<file path="src/rtl/acc_writeback.sv">
// acc_writeback: serialises accumulator rows into unified-buffer writes; define ACC_WB_RELU_EN for ReLU on the write path
module acc_writeback #(
  parameter int ROW_LEN = 2,
  parameter int DATA_W = 32,
  parameter int ADDR_W = 8,
  parameter int CNT_W = 8
) (
  input  logic                      clk,
  input  logic                      reset,
  input  logic                      start,
  input  logic [ADDR_W-1:0]         base_addr,
  input  logic [CNT_W-1:0]          num_rows,
  input  logic                      row_valid,
  output logic                      row_ready,
  input  logic [ROW_LEN*DATA_W-1:0] row_data,
  output logic                      wr_en,
  output logic [ADDR_W-1:0]         wr_addr,
  output logic [DATA_W-1:0]         wr_data,
  output logic                      busy,
  output logic                      done
);
  typedef enum logic [1:0] {IDLE, WAIT_ROW, WRITE, DONE} state_t;
  localparam int IW = $clog2(ROW_LEN + 1);
  localparam logic [IW-1:0] LAST = IW'(ROW_LEN);
  state_t state, state_n;
  logic [ADDR_W-1:0] addr, addr_n, wr_addr_n;
  logic [CNT_W-1:0] rem, rem_n;
  logic [IW-1:0] idx, idx_n;
  logic [ROW_LEN*DATA_W-1:0] row_buf, row_buf_n;
  logic [DATA_W-1:0] elem, elem_p, wr_data_n;
  logic load, emit, row_ready_n, wr_en_n, busy_n, done_n;
  // The first element is emitted straight from row_data on the handshake edge,
  // the rest from a buffer that shifts down one element per write; idx counts emitted elements.
  always_comb begin
    load = state == WAIT_ROW && row_valid && row_ready;
    emit = load || (state == WRITE && idx != LAST);
    elem = load ? row_data[DATA_W-1:0] : row_buf[DATA_W-1:0];
`ifdef ACC_WB_RELU_EN
    elem_p = elem[DATA_W-1] ? '0 : elem;
`else
    elem_p = elem;
`endif
    state_n = state;
    rem_n = rem;
    addr_n = emit ? addr + 1'b1 : addr;
    idx_n = load ? IW'(1) : emit ? idx + 1'b1 : idx;
    row_buf_n = load ? row_data >> DATA_W : emit ? row_buf >> DATA_W : row_buf;
    wr_en_n = emit;
    wr_addr_n = emit ? addr : wr_addr;
    wr_data_n = emit ? elem_p : wr_data;
    case (state)
      IDLE: if (start) begin
        addr_n = base_addr;
        rem_n = num_rows;
        state_n = num_rows == '0 ? DONE : WAIT_ROW;
      end
      WAIT_ROW: if (load) state_n = WRITE;
      WRITE: if (!emit) begin
        rem_n = rem - 1'b1;
        state_n = rem == CNT_W'(1) ? DONE : WAIT_ROW;
      end
      default: state_n = IDLE;
    endcase
    row_ready_n = state_n == WAIT_ROW;
    busy_n = state_n == WAIT_ROW || state_n == WRITE;
    done_n = state_n == DONE;
  end
  always_ff @(posedge clk) begin
    if (reset) begin
      state <= IDLE;
      addr <= '0;
      rem <= '0;
      idx <= '0;
      row_buf <= '0;
      row_ready <= 1'b0;
      wr_en <= 1'b0;
      wr_addr <= '0;
      wr_data <= '0;
      busy <= 1'b0;
      done <= 1'b0;
    end else begin
      state <= state_n;
      addr <= addr_n;
      rem <= rem_n;
      idx <= idx_n;
      row_buf <= row_buf_n;
      row_ready <= row_ready_n;
      wr_en <= wr_en_n;
      wr_addr <= wr_addr_n;
      wr_data <= wr_data_n;
      busy <= busy_n;
      done <= done_n;
    end
  end
endmodule

</file>
<file path="config.mk">
export PLATFORM = sky130hd
export DESIGN_NAME = acc_writeback
export DESIGN_NICKNAME = d
export VERILOG_FILES = /design/src/rtl/acc_writeback.sv
export SDC_FILE = /design/constraint.sdc
export NUM_CORES = 1
export LEC_CHECK = 0
export BUFFER_PORTS_ARGS = -buffer_cell sky130_fd_sc_hd__buf_2
export CORE_MARGIN = 1
export CORE_UTILIZATION = 40
export CTS_CLUSTER_DIAMETER = 150
export CTS_CLUSTER_SIZE = 40
export DETAILED_ROUTE_END_ITERATION = 10
export PLACE_DENSITY_LB_ADDON = 0.15
export SYNTH_ARGS = -nofsm -noshare
export SYNTH_HDL_FRONTEND = slang
export SYNTH_SLANG_ARGS = --single-unit
</file>
<file path="constraint.sdc">
create_clock -name clk -period 2.9 [get_ports clk]
set_clock_uncertainty 0.15 [all_clocks]
set_input_delay 0.58 -clock clk [delete_from_list [all_inputs] [get_ports clk]]
set_output_delay 0.58 -clock clk [all_outputs]
set_load 0.01 [all_outputs]
</file>
[Yosys cells after proc, flatten, opt, wreduce, memory -nomap -nowiden]
Index checks and enable logic that the tools add are counted.
Word-level totals
  word-level logic and storage cells: 52
  input port bits: 84
  flip-flop bits (word level): 96
Operators by class
  multiplexer cells: 17
  $add $sub $neg: 3
  equal/unequal tests: 9
  reductions and logical operators: 11
Operators by type and width (number)
  32-bit two-way mux: 3
  8-bit two-way mux: 5
  8-bit case mux with 2 select lines: 1
  2-bit two-way mux: 5
  8-bit by 1-bit adder with 8-bit output (second input constant): 1
  8-bit by 1-bit == test with 1-bit output (second input constant): 1
  8-bit zero test: 1
  8-bit by 1-bit subtractor with 8-bit output (second input constant): 1
  2-bit == test (second input constant): 3
  2-bit inequality test (second input constant): 3
  2-bit case mux with 3 select lines: 1
  2-bit by 1-bit == test with 1-bit output (second input constant): 2
  2-bit nonzero test: 2
  1-bit logical AND: 3
  3-bit AND reduction: 1
  2-bit by 1-bit adder with 2-bit output (second input constant): 1
  2-bit zero test: 1
  1-bit logical OR: 2
  1-bit two-way mux: 2
  2-bit OR reduction: 1

[Logic depth before layout (Yosys ltp)]
Gate-level depths: netlist of run 1.
  depth after elaboration: 8
  mapped depth: 9

[Least setup slack after synthesis of run 1]
Ideal clock, no wire load.
  path type: input-to-reg
  start point: input port num_rows[5]
  end point: register busy
  path buffers: 0
  data required time: 2.624 ns
  cell stages on the path: 5
  slack: 0.604 ns
  setup time: 0.126 ns
  arrival time: 2.020 ns
  path through: or4_1 -> or3_1 -> a32o_2 -> ha_1 -> nor2_1
Between the ends
  cells in the longest elaborated chain, start to end: 6
  elaborated cells between the ends (all ways): 7
RTL lines
  start, declared: RTL line 12  | input logic [CNT_W-1:0] num_rows,
  8-bit zero test (*): RTL line 55  | state_n = num_rows == '0 ? DONE : WAIT_ROW;
  2-bit two-way mux (*): RTL line 55
  2-bit two-way mux (*): RTL line 52  | IDLE: if (start) begin
  2-bit case mux with 3 select lines (*): RTL line 51  | case (state)
  2-bit by 1-bit == test with 1-bit output / 2-bit == test (equally long branches): RTL line 65  | busy_n = state_n == WAIT_ROW || state_n == WRITE;
  1-bit logical OR (*): RTL line 65
  end signal, assigned: RTL line 91  | busy <= busy_n;
  end, declared: RTL line 19  | output logic busy,
Every way passes the cells marked *; elsewhere a longest branch is shown, timed or not.
A chain may end at the register's enable or synchronous reset.

[Final worst setup path of run 1]
  start point: register state[1]
  end point: register wr_data[18]
Between the ends
  cells in the longest elaborated chain, start to end: 4
  elaborated cells between the ends (all ways): 7
RTL lines
  start, declared: RTL line 25  | state_t state, state_n;
  start signal, assigned: RTL line 82  | state <= state_n;
  2-bit by 1-bit == test with 1-bit output: RTL line 35  | load = state == WAIT_ROW && row_valid && row_ready;
  1-bit logical AND (2 in series): RTL line 35
  32-bit two-way mux / 1-bit logical OR (equally long branches): RTL line 37, 36
  end signal, assigned: RTL line 90  | wr_data <= wr_data_n;
  end, declared: RTL line 18  | output logic [DATA_W-1:0] wr_data,
Parallel ways exist; a longest one is shown, timed or not.

==> results of run 1 <==
-- critical path: cells and delay by family (launching register included) --
| family | cells | cell delay, ns |
|---|---|---|
| DFF | 1 | 0.56 |
| AOI/OAI and AO/OA | 2 | 0.72 |
| buffers and inverters | 1 | 0.24 |
| and+or+nand+nor | 2 | 0.48 |
-- registers in the layout (all words and copies together), names as in the netlist --
name	count
addr	8
row_buf	32
wr_addr	8
idx	2
wr_data	32
done	1
busy	1
wr_en	1
row_ready	1
rem	8
state	2
-- synthesized netlist by cell type, types with 2 or more instances --
library cell,count
nor2_2,2
buf_1,2
nor3_1,3
clkbuf_1,24
buf_2,9
inv_1,5
o21ai_0,14
a22oi_1,32
nor2_1,72
nand2b_1,3
dfxtp_1,96
or3_1,3
a211oi_1,7
nor2b_1,3
a21oi_1,25
a311oi_1,32
a21o_1,2
o2111ai_1,3
or4_1,2
buf_4,3
xor2_1,5
ha_1,6
nand4_1,3
a31oi_1,3
nand2_1,87
-- where the power goes --
part | switching [W] | internal, W
registers | 0.0000549 | 0.00138
logic | 0.000197 | 0.000158
clock network | 0.000457 | 0.000510
total | 0.000709 | 0.00205
-- routing by layer --
metal	wire, um	track usage, %
met3	612	4.210
met1	4824	26.52
met2	4588	31.39
met5	0	0
met4	153	8.027
-- kinds of logic after synthesis --
family / count (synthesis)
compound gates: 127
xor+xnor: 6
fa+ha+maj: 6
buf+inv: 43
flops: 96
mux: 1
simple gates: 190
-- worst paths after layout --
| path | slack [ns] | from | to |
|---|---|---|---|
| max reg2reg | 0.64 | state[1]$_SDFF_PP0_ | wr_data[18]$_SDFFE_PP0N_ |
| max | 0.64 | state[1]$_SDFF_PP0_ | wr_data[18]$_SDFFE_PP0N_ |
| min | 0.30 | wr_addr[7]$_SDFFE_PP0N_ | wr_addr[7]$_SDFFE_PP0N_ |
| min reg2reg | 0.30 | wr_addr[7]$_SDFFE_PP0N_ | wr_addr[7]$_SDFFE_PP0N_ |
-- stage by stage --
stage | cells | worst slack, ns | power (W) | cell area (um2)
3_5_place_dp | 703 | 0.3997 | 0.001825 | 4741
4_1_cts | 719 | 0.6644 | 0.002789 | 4961
5_1_grt | 719 | 0.4634 | 0.002888 | 4961
2_1_floorplan | 469 | 0.6041 | 0.001671 | 3975
3_3_place_gp | 703 | 0.4282 | 0.001818 | 4741
6_report | 719 | 0.6429 | 0.002761 | 4961
-- final cells by class --
class,instances,area (um2)
flip-flops and latches,96,1922
clock buffers,11,141.4
well taps,133,166.4
clock inverters,5,78.83
fillers,975,4723
repair buffers,139,750.7
inverters,5,18.77
multi-input cells,330,1883
==> summary.md, run 1 <==
| Metric | Value |
|---|---|
| Status | `finished, final reports clean` |
| Gr usage total | `19.91%` |
| Cts repair resizes | `0` |
| Routability congestion estimate | `0.7982` |
| First-pass DRT Iterations | `4` |
| # rows | `36` |
| Largest family of logic cells by synthesized area | `compound AO/OA/AOI/OAI gates` |
| CTS tree | `yes` |
| Power per cell area | `556.6 mW/mm2` |
| Vias per Instance | `5.249` |
| Synth area leader | `dfxtp_1` |
| Final Max Slew Viols | `0` |
| Register bit total from synthesis | `96` |
| HP Class | `flop to flop` |
| Clk pin slew, worst setup/hold paths | `0.09 ns` |
| First-pass GRT wire length | `16190 um` |
| Die width | `101.7 um` |
| Yosys warning total | `0` |
| Final nets | `671` |
| Max-Cap Viols | `0` |
| Prevailing post-synth register cell | `dfxtp_1` |
| Worst vdd ir | `201.6 uV` |
| Worst Setup End Kind | `flop` |
| Crit path max fanout | `36` |
| Sequential cell area fraction in the yosys report | `48.35%` |
| Slew margin rel. | `60.43%` |
| # diodes | `0` |
| Post-CTS setup buffers | `0` |
| Total grt overflow | `0` |
| Max H-tree Level | `3` |
| Layout cells sized above 1 | `27.82%` |
| Antenna viol nets, final | `0` |
| Antenna violations before repair | `0` |
| RSZ-0062 raised after global routing | `no` |
| Most frequent cells in the layout | `buf_2, dfxtp_1, nand2_1, nor2_1` |
| Largest net degree at the start of global routing | `46` |
| Synthesis-to-finish area growth | `24.80%` |
| DRT iter0 DRCs | `89` |
| Synth Area in Adders | `1.889%` |
| Syn_area_per_cell | `8.476 um2` |
| Largest stage delay on the critical path | `0.56 ns` |
| Final wirelength | `10180 um` |
| # DRC | `0` |
| Synth Area in Simple Gates | `20.71%` |
| Clock sink total | `96` |
| Async set or reset register ratio after synthesis | `0%` |
| Setup TNS | `0 ns` |
| Worst-Margin Slew | `0.5887 ns` |
| Hold_buf cts | `0` |
| Tcrit/Tclk final | `77.83%` |
| Mapped Cells | `469` |
| Root Driver | `clkbuf_8` |
| Minimum clock period after layout | `2.257 ns` |
| Count of cell types in the netlist | `48` |
| Worst-case reg-to-reg path depth | `5` |
| CTS max path bufs | `2` |
| CORE AREA | `0.009684 mm2` |
| Synth top area share | `48.35%` |
| Hold Path Depth | `2` |
| Xor-xnor portion of the synthesized cell area | `1.322%` |
| Largest cells by area after synthesis | `dfxtp_1, nand2_1, a311oi_1` |
| Via count | `3774` |
| Worst-path cell with the longest stage delay | `dfxtp_1` |
| Initial Util | `41.05%` |
| Compound-Gate Fraction of Synth Area | `22.85%` |
| Commonest non-fill, non-tap cell in the layout | `buf_2` |
| Peak Freq | `443.1 MHz` |
| Clk Latency, worst-skew pair | `0.36 ns` |
| Netlist Area Pre-Place | `0.003975 mm2` |
| Final hold slack | `0.3018 ns` |
| DR WL/cell | `14.16 um` |
| CTS buffer count | `9` |
| I/O pin total | `128` |
| Critical Path Start Type | `flop` |
| Crit-path cells | `nand2b_1, o21ai_4, buf_12, nor2_1, a311oi_1` |
| EDFF count, synth | `0` |
| Vias in the first global route | `3397` |
| Leakage power | `1.964 nW` |
| IO Port Bufs | `127` |
| Setup CP Type | `flop to flop` |
| Syn nets | `559` |
| Die Y | `101.7 um` |
| Final core occ | `51.23%` |
| Data required, critical path | `3.00 ns` |
| Detailed placement HPWL | `6962 um` |
| Setup Viol. Count Final | `0` |
| Post-synthesis mux area share | `0.2518%` |
| Worst EP arrival | `2.36 ns` |
| Hold Fails Final Rpt | `0` |
| Die area | `0.01034 mm2` |
Power figures use the tool's default switching activity.
==> run 2, diff against run 1 <==
==> constraint.sdc (replaced) <==
create_clock -name clk -period 2.4 [get_ports clk]
set_clock_uncertainty 0.15 [all_clocks]
set_input_delay 0.48 -clock clk [delete_from_list [all_inputs] [get_ports clk]]
set_output_delay 0.48 -clock clk [all_outputs]
set_load 0.01 [all_outputs]
==> run 2 against run 1 <==
Net effect:
- sequential share of layout area grew 0.31 points
- cell area shrank 0.78%
- die area did not move
- non-clock buffer count rose by 4
- core utilization fell by 0.40 points
- routed wire length up 0.20%
- combinational power up 22%
- critical path type unchanged
- highest routed layer unchanged
==> summary.md, run 2 (synthesis gave the netlist of run 1 again) <==
| Metric | Value |
|---|---|
| Status | `finished, final reports clean` |
| CTS buffer count | `9` |
| Worst-Margin Slew | `0.5322 ns` |
| Sw Pwr | `0.0008494 W` |
| Buf/Inv on CP | `0` |
| DRT iter0 DRCs | `132` |
| Vias per Instance | `5.229` |
| Largest stage delay on the critical path | `0.45 ns` |
| Detailed placement HPWL | `6933 um` |
| Clk Latency, worst-skew pair | `0.36 ns` |
| # rows | `36` |
| Routability congestion estimate | `0.8024` |
| Most frequent cells in the layout | `buf_2, dfxtp_1, nand2_1, nor2_1` |
| Setup TNS | `0 ns` |
| First-pass DRT Iterations | `5` |
| Final Max Slew Viols | `0` |
| CTS max path bufs | `2` |
| Post-CTS setup buffers | `0` |
| Vias in the first global route | `3406` |
| Placed Area | `0.004758 mm2` |
| Peak Freq | `477.5 MHz` |
| Final nets | `675` |
| Largest net degree at the start of global routing | `45` |
| Root Driver | `clkbuf_8` |
| Leakage power | `1.952 nW` |
| Antenna viol nets, final | `0` |
| # diodes | `0` |
| I/O pin total | `128` |
| Tot Pwr | `0.003117 W` |
| Crit path max fanout | `14` |
| Slew margin rel. | `64.38%` |
| Setup Viol. Count Final | `0` |
| Minimum clock period after layout | `2.094 ns` |
| Max H-tree Level | `3` |
| Setup CP Type | `flop to flop` |
| Top delay family on crit path | `simple AND/OR/NAND/NOR gates` |
| Clock sink total | `96` |
| Crit-path cells | `or3b_1, or3_1, a32o_2, ha_1, nor2_1` |
| Critical Path Start Type | `flop` |
| Reg power frac | `55.8%` |
| HP Class | `input pin to flop` |
| Biggest regs | `row_buf: 32 flops, wr_data: 32 flops` |
| Total grt overflow | `0` |
| Worst Setup End Kind | `flop` |
| Fill cells | `951` |
| Layout cells sized above 1 | `28.01%` |
| Cell internal pwr | `0.002267 W` |
| Cts repair resizes | `0` |
| CTS tree | `yes` |
| Via count | `3775` |
| CORE AREA | `0.009684 mm2` |
| Hold Fails Final Rpt | `0` |
| RSZ-0062 raised after global routing | `no` |
| Clk pin slew, worst setup/hold paths | `0.09 ns` |
| # DRC | `0` |
| Hold_buf cts | `0` |
| Worst vdd ir | `258.9 uV` |
| Tcrit/Tclk final | `87.26%` |
| Die width | `101.7 um` |
| Switching Fraction | `27.25%` |
| Combinational power share | `13.9%` |
| Commonest non-fill, non-tap cell in the layout | `buf_2` |
| Final wirelength | `10200 um` |
| Antenna violations before repair | `0` |
| DR WL/cell | `14.13 um` |
| Die Y | `101.7 um` |
| Die area | `0.01034 mm2` |
| Power per cell area | `633.2 mW/mm2` |
| First-pass GRT wire length | `16350 um` |
| Clock network fraction of total power | `30.3%` |
| IO Port Bufs | `127` |
| Post-route cell area | `0.004922 mm2` |
| Data required, critical path | `2.48 ns` |
| Initial Util | `41.05%` |
| Worst EP arrival | `2.18 ns` |
| Max-Cap Viols | `0` |
| Worst-path cell with the longest stage delay | `dfxtp_1` |
| Synthesis-to-finish area growth | `23.83%` |
| Gr usage total | `20.04%` |
==> run 2: layout make-up <==
class	instances	area (um2)	area share, %
multi-input combinational	330	1883	38.26
inverter	5	18.77	0.3813
sequential	96	1922	39.04
tap	133	166.4	3.381
clock buffer	12	145.1	2.949
timing repair buffer	143	768.2	15.61
clock inverter	3	18.77	0.3813
==> run 2: worst min-delay path: cells and delay by family <==
family                 cells  cell delay (ns)
AND/OR/NAND/NOR            1             0.07
buffers and inverters      1             0.07
AO/OA/AOI/OAI              1             0.06
==> run 2: power by group through the flow <==
stage	Combinational (W)	Sequential, W	Clock, W
6_report	0.000434	0.00174	0.000945
5_1_grt	0.000487	0.00175	0.00104
4_1_cts	0.000438	0.00174	0.000976
3_5_place_dp	0.000436	0.00177	0
3_3_place_gp	0.000430	0.00177	0
2_1_floorplan	0.000243	0.00178	0
==> run 2: final timing paths <==
| check | depth (start not counted) | slack [ns] | start | end |
|---|---|---|---|---|
| hold / removal | 3 | 0.21 | row_data[32] | row_buf[0]$_SDFFE_PP0P_ |
| setup reg to reg | 5 | 0.31 | state[0]$_SDFF_PP0_ | busy$_SDFF_PP0_ |
| hold reg to reg | 2 | 0.30 | wr_addr[6]$_SDFFE_PP0N_ | wr_addr[6]$_SDFFE_PP0N_ |
| setup / recovery | 5 | 0.31 | state[0]$_SDFF_PP0_ | busy$_SDFF_PP0_ |
==> run 2: routing by layer <==
| metal | vias up | share of wire [%] | routed length [um] | global-route usage, % |
|---|---|---|---|---|
| met5 | - | 0 | 0 | 0 |
| met4 | 0 | 1.7 | 176 | 8.584 |
| met3 | 14 | 6.5 | 667 | 4.486 |
| met2 | 116 | 45 | 4550 | 30.25 |
| met1 | 1750 | 47 | 4805 | 27.44 |
| li1 | 1895 | - | - | - |
==> run 2: per-stage QoR <==
stage               hold slack (ns)  worst slack (ns)  std cells  utilization [%]
finish                       0.2105            0.3058        722            50.83
detailed placement           0.2960           0.02068        707            49.13
global placement             0.2885           0.02352        707            49.13
floorplan                    0.2915            0.2041        469                -
global route                 0.2103           0.09498        722            50.83
CTS                          0.1984            0.3088        722            50.83
